File: src/rtl/dot_product_engine.sv
// Sequential signed-weight x unsigned-activation dot product with ReLU/saturate output.
// Operands are snapshotted on start; one element is accumulated per clock.
module dot_product_engine #(
  parameter int N_ELEM = 16,
  parameter int W_BITS = 2,
  parameter int D_BITS = 8,
  parameter int ACC_W  = 16
) (
  input  logic                     clk,
  input  logic                     rst_n,
  input  logic                     start,
  input  logic [N_ELEM*W_BITS-1:0] weights,
  input  logic [N_ELEM*D_BITS-1:0] data,
  output logic                     busy,
  output logic                     done,
  output logic [ACC_W-1:0]         result,
  output logic [D_BITS-1:0]        act_out
);

  localparam int IDX_W = (N_ELEM > 1) ? $clog2(N_ELEM) : 1;
  localparam int P_W   = W_BITS + D_BITS + 1;
  localparam logic signed [ACC_W-1:0] SAT_MAX = ACC_W'((1 << D_BITS) - 1);
  localparam logic [IDX_W-1:0] LAST_IDX = IDX_W'(N_ELEM - 1);

  typedef enum logic [1:0] {IDLE, ACC, FINISH} state_t;

  state_t state, state_nxt;

  logic [N_ELEM*W_BITS-1:0] w_sh;
  logic [N_ELEM*D_BITS-1:0] d_sh;
  logic signed [ACC_W-1:0]  acc;
  logic [IDX_W-1:0]         idx;

  logic signed [W_BITS-1:0] w_elem;
  logic signed [D_BITS:0]   d_elem;
  logic signed [P_W-1:0]    prod;
  logic signed [ACC_W-1:0]  prod_ext;
  logic [D_BITS-1:0]        act_sat;

  // Activation gets a zero MSB so the signed multiply treats it as unsigned.
  assign w_elem   = w_sh[W_BITS*idx +: W_BITS];
  assign d_elem   = {1'b0, d_sh[D_BITS*idx +: D_BITS]};
  assign prod     = w_elem * d_elem;
  assign prod_ext = {{(ACC_W-P_W){prod[P_W-1]}}, prod};

  always_comb begin
    act_sat = acc[D_BITS-1:0];
    if (acc[ACC_W-1]) begin
      act_sat = '0;
    end else if (acc > SAT_MAX) begin
      act_sat = '1;
    end
  end

  always_ff @(posedge clk or negedge rst_n) begin
    if (!rst_n) begin
      state <= IDLE;
    end else begin
      state <= state_nxt;
    end
  end

  always_comb begin
    state_nxt = state;
    case (state)
      IDLE:    if (start) state_nxt = ACC;
      ACC:     if (idx == LAST_IDX) state_nxt = FINISH;
      FINISH:  state_nxt = IDLE;
      default: state_nxt = IDLE;
    endcase
  end

  assign busy = (state != IDLE);

  always_ff @(posedge clk or negedge rst_n) begin
    if (!rst_n) begin
      w_sh    <= '0;
      d_sh    <= '0;
      acc     <= '0;
      idx     <= '0;
      done    <= 1'b0;
      result  <= '0;
      act_out <= '0;
    end else begin
      done <= 1'b0;
      case (state)
        IDLE: begin
          if (start) begin
            w_sh <= weights;
            d_sh <= data;
            acc  <= '0;
            idx  <= '0;
          end
        end
        ACC: begin
          acc <= acc + prod_ext;
          idx <= idx + IDX_W'(1);
        end
        FINISH: begin
          result  <= acc;
          act_out <= act_sat;
          done    <= 1'b1;
        end
        default: ;
      endcase
    end
  end

endmodule

File: config.mk
export PLATFORM = sky130hd
export DESIGN_NAME = dot_product_engine
export DESIGN_NICKNAME = d
export VERILOG_FILES = /design/src/rtl/dot_product_engine.sv
export SDC_FILE = /design/constraint.sdc
export NUM_CORES = 1
export LEC_CHECK = 0
export CORE_MARGIN = 5
export CORE_UTILIZATION = 40
export DETAILED_ROUTE_END_ITERATION = 16
export PLACE_DENSITY = 0.65
export SLEW_MARGIN = 15
export SYNTH_ARGS = -nofsm -noshare
export SYNTH_HDL_FRONTEND = slang
export SYNTH_SLANG_ARGS = --single-unit
export TNS_END_PERCENT = 1
File: constraint.sdc
create_clock -name clk -period 4.2 [get_ports clk]
set_input_delay 0.84 -clock clk [delete_from_list [all_inputs] [get_ports clk]]
set_output_delay 0.84 -clock clk [all_outputs]
set_load 0.01 [all_outputs]
Yosys cells after proc, flatten, opt, wreduce, memory -nomap -nowiden
Index checks and enable logic that the tools add are counted.
{"block": "totals", "register_bits": 207, "inputBits": 163, "output_inout_bits": 26, "elab_cells": 35}
{"block": "classes", "n_addsub": 2, "n_mul": 1, "order_cmp": 1, "eq_ne": 5, "shift": 2, "muxes": 10, "reduce_logical": 6}
{"cell": "$shiftx A128 B8 Y8", "count": 1}
{"cell": "$pmux W16 S2", "count": 1}
{"cell": "$shiftx A32 B6 Y2", "count": 1}
{"cell": "$add A16 B11 Y16", "count": 1}
{"cell": "$gt A16 B9 Y1 const B", "count": 1}
{"cell": "$mux W16", "count": 1}
{"cell": "$mux W8", "count": 2}
{"cell": "$mul A2 B9 Y11", "count": 1}
{"cell": "$pmux W4 S2", "count": 1}
{"cell": "$reduce_and A2 Y1", "count": 3}
{"cell": "$add A4 B1 Y4 const B", "count": 1}
{"cell": "$eq A4 B4 Y1 const B", "count": 1}
{"cell": "$mux W2", "count": 2}
{"cell": "$mux W4", "count": 1}
{"cell": "$ne A2 B2 Y1 const B", "count": 2}
{"cell": "$pmux W2 S2", "count": 1}
{"cell": "$reduce_bool A2 Y1", "count": 2}
{"cell": "$eq A2 B1 Y1 const B", "count": 1}
{"cell": "$eq A2 B2 Y1 const B", "count": 1}
{"cell": "$logic_not A2 Y1", "count": 1}
{"cell": "$mux W1", "count": 1}

Logic depth before layout (Yosys ltp)
{"block": "logic_depth", "ltp_word": 4, "ltp_mapped": 22, "ltp_nobuf": 19}

Worst setup path after synthesis
Ideal clock, no wire load.
{"block": "synth_timing", "kind": "register to register", "startpoint": "register idx[0]", "endpoint": "register acc[15]", "arrival_time_ns": 4.269, "path_slack_ns": -0.189, "stages_incl_launch_ff": 20, "period_less_slack_ns": 4.389, "cell_sequence": "dfrtp_1 -> buf_6 -> clkbuf_1 -> buf_1 -> mux2i_1 -> a21oi_1 -> a22oi_1 -> nand3_1 -> fa_1 -> inv_1 -> ha_1 -> a21o_1 -> a21oi_1 -> o21bai_1 -> a21oi_1 -> o211ai_1 -> a211oi_2 -> nor4b_1 -> or3b_1 -> a31o_1"}
{"block": "synth_via", "elab_chain_len": 4}
{"element": "start: declaration", "line": "32", "source": "logic [IDX_W-1:0] idx;"}
{"element": "start signal: assignment", "line": "97", "source": "idx <= idx + IDX_W'(1);"}
{"element": "$shiftx A128 B8 Y8 / $shiftx A32 B6 Y2 (equally long branches)", "line": "42, 41"}
{"element": "$mul A2 B9 Y11 *", "line": "43", "source": "assign prod = w_elem * d_elem;"}
{"element": "$add A16 B11 Y16 *", "line": "96", "source": "acc <= acc + prod_ext;"}
{"element": "$pmux W16 S2 *", "line": "86", "source": "case (state)"}
{"element": "end signal: assignment", "line": "96"}
{"element": "end: declaration", "line": "31", "source": "logic signed [ACC_W-1:0] acc;"}
Every way passes the cells marked *; elsewhere a longest branch is shown, timed or not.
A chain may end at the register's enable or synchronous reset.

Final worst setup path
Same ends and word-level chain as after synthesis.

==> metrics.yaml <==
status: "completed"
synth_top_area_share_pct: 50.6
utilization_pct: 54.8
rr_worst_depth: 15
hpwlAfterDp_um: 19000
insertion_delay_ns: 0.52
rsz0062_at_grt: "true"
overflow: 0
required_ns: 4.60
path_class: "flip-flop to flip-flop"
fin_nets: 1220
synth_most_common_cell: "dfrtp_1"
r2r_setup_slack_ns: 0.11
wl_met3_um: 1660
routedWlPerCell_um: 18.7
syn_inst: 810
first_pass_iters: 4
drive_gt1_share_pct: 25.4
synthFlopType: "dfrtp_1"
fin_skew_ns: 0.00990
die_area_sq_um: 28900
synth_area_leader_cell: "dfrtp_1"
pwr_density_cell_nw_per_um2: 1070
power.leakage_nw: 5.88
fillers: 2191
cts_buffers: 24
avgSynthCellArea_sq_um: 12.6
rr_startpoint: "idx[0]"
synth_common_cells: "dfrtp_1, mux2_2, nand2_1"
grt_max_degree: 116
crit_arrival_ns: 4.49
clk_pin_slew_ns: 0.06
synth_enable_flop_cells: 0
insertedDiodeCount: 0
drv_cap: 0
hold_viol: 0
fin_area_sq_um: 13800
endpoint_kind: "flip-flop"
multiInputGateArea_sq_um: 4890
antenna_found_initial: 4
ant_nets: 0
ys_types: 55
cts_root_buf: "clkbuf_16"
core_area_sq_um: 25200
final-seq-area_sq_um: 5180
die_y_um: 170
fin_crit_sh_pct: 97.5
grt_pass1_wl_um: 41000
place_area_sq_um: 12800
netlist_area_sq_um: 10200
ys_top_cells_by_area: "dfrtp_1, mux2_2, mux2_1"
ys_seq_area_share_pct: 50.6
routed_via_density: 5.17
setup_viol: 0
syn_nets: 1004
synthArstFlopShare_pct: 100
clock-sinks: 207
maxSlewHeadroom_pct: 43.8
wirelength_um: 25600
ys_ff_latch: 207
met1_length_um: 10900
p_total_mw: 14.7
ctsHtreeMaxLevel: 1
io_pins: 189
start_kind: "flip-flop"
max_slew.worst_pin.slew_ns: 0.843
ctsHoldBuffers: 0
met2_length_um: 12500
gp_congestion: 0.790
top_layer_used: "met5"
finalMaxSlewViolations: 0
period_minus_slack_ns: 4.09
cts_buffer_depth: 3
drt_iter0_markers: 399
crit_fanout: 7
port_buffers: 188
post-route-drc-count: 0
hp-class: "input port to async pin"
yosys_warnings: 0
fmax_mhz: 244
dieWidth_um: 170
grt_pass1_vias: 7454
ir_worst_vdd_uv: 603
vias: 7102
r2r-end: "acc[15]"
rows: 58
syn_to_final_growth_pct: 34.8
track_usage_pct: 17.8
cts_tree: "built"
hold-worst-slack_ns: 0.409
initial_core_util_pct: 40.6
## metrics by stage
step / TNS [ns] / setup slack (ns) / cells
2_1_floorplan: -0.0295 / -0.0295 / 810
3_5_place_dp: -0.341 / -0.131 / 1325
3_3_place_gp: -0.186 / -0.0880 / 1325
6_report: 0 / 0.106 / 1373
5_1_grt: -0.188 / -0.0788 / 1373
4_1_cts: 0 / 0.0000862 / 1370
## how the worst max path moves through the flow
stage / start / endpoint
floorplan: idx[0] / acc[15]
global placement: idx[2] / acc[15]
detailed placement: idx[2] / acc[15]
CTS: idx[2] / acc[12]
global route: idx[0] / acc[14]
finish: idx[0] / acc[15]
## layout make-up
cell class | count | share of cell area (%)
Clock buffer | 34 | 4.92
Clock inverter | 9 | 0.989
Inverter | 31 | 0.880
Multi-Input combinational cell | 524 | 35.5
Sequential cell | 207 | 37.6
Tap cell | 330 | 2.99
Timing Repair Buffer | 238 | 17.2
## report_power, final
part,switching [mW],internal [mW]
Clock,0.813,1.31
Sequential,0.596,3.06
Combinational,4.34,4.61
Total,5.75,8.98
## registers in the layout, summed over array words and instances (netlist names)
register,cells
w_sh,32
idx,4
result,16
done,1
state,2
act_out,8
acc,16
d_sh,128
## layer usage
layer / GRT usage, % / up-vias
li1: - / 3348
met1: 23.9 / 3547
met2: 29.5 / 163
met3: 4.69 / 36
met4: 3.37 / 8
met5: 0 / -
## kinds of logic after synthesis
| kind of cell | Yosys count | share of synthesized area, % |
|---|---|---|
| compound gates | 115 | 7.57 |
| xor+xnor | 10 | 0.930 |
| fa+ha+maj | 31 | 4.38 |
| buf+inv | 79 | 3.06 |
| flops | 207 | 50.6 |
| mux | 233 | 27.4 |
| simple gates | 135 | 6.06 |
## timing repair
| item | 4_1_cts | 5_1_grt |
|---|---|---|
| pin swaps | 1 | 18 |
| gates resized for setup | 6 | 31 |
| endpoints found under the setup margin | 5 | 8 |
| setup buffers | 2 | 3 |
| hold endpoints to repair | 0 | 0 |
## layout by cell type (no fill, tap or decap), types with 6 or more instances in the layout
cell type	synthesis	final
a21oi_1	18	14
o31ai_1	8	8
nand2_1	73	72
buf_12	0	7
o22ai_1	10	10
nand3_1	11	10
clkbuf_1	32	6
o21ai_1	17	16
dfrtp_1	207	206
o21ai_0	13	13
mux4_2	20	20
buf_4	0	37
mux2_2	120	119
a22oi_2	0	7
nor2_1	22	21
clkbuf_16	0	24
ha_1	23	21
mux2i_1	40	40
clkdlybuf4s50_1	0	187
fa_1	8	7
mux2_1	53	53
inv_1	30	30
## critical path: stages (launching register included)
cell and delay (ns):
dfrtp_4 0.52, buf_6 0.12, mux4_2 0.52, mux2_4 0.32
inv_6 0.09, nand3_1 0.10, fa_1 0.55, inv_1 0.06
ha_1 0.31, nand2b_1 0.09, o221ai_2 0.11, o31a_4 0.30
a211oi_2 0.25, nor4b_1 0.08, or3b_1 0.35, a31o_1 0.20
Note: power is estimated with default switching activity, not from simulation.
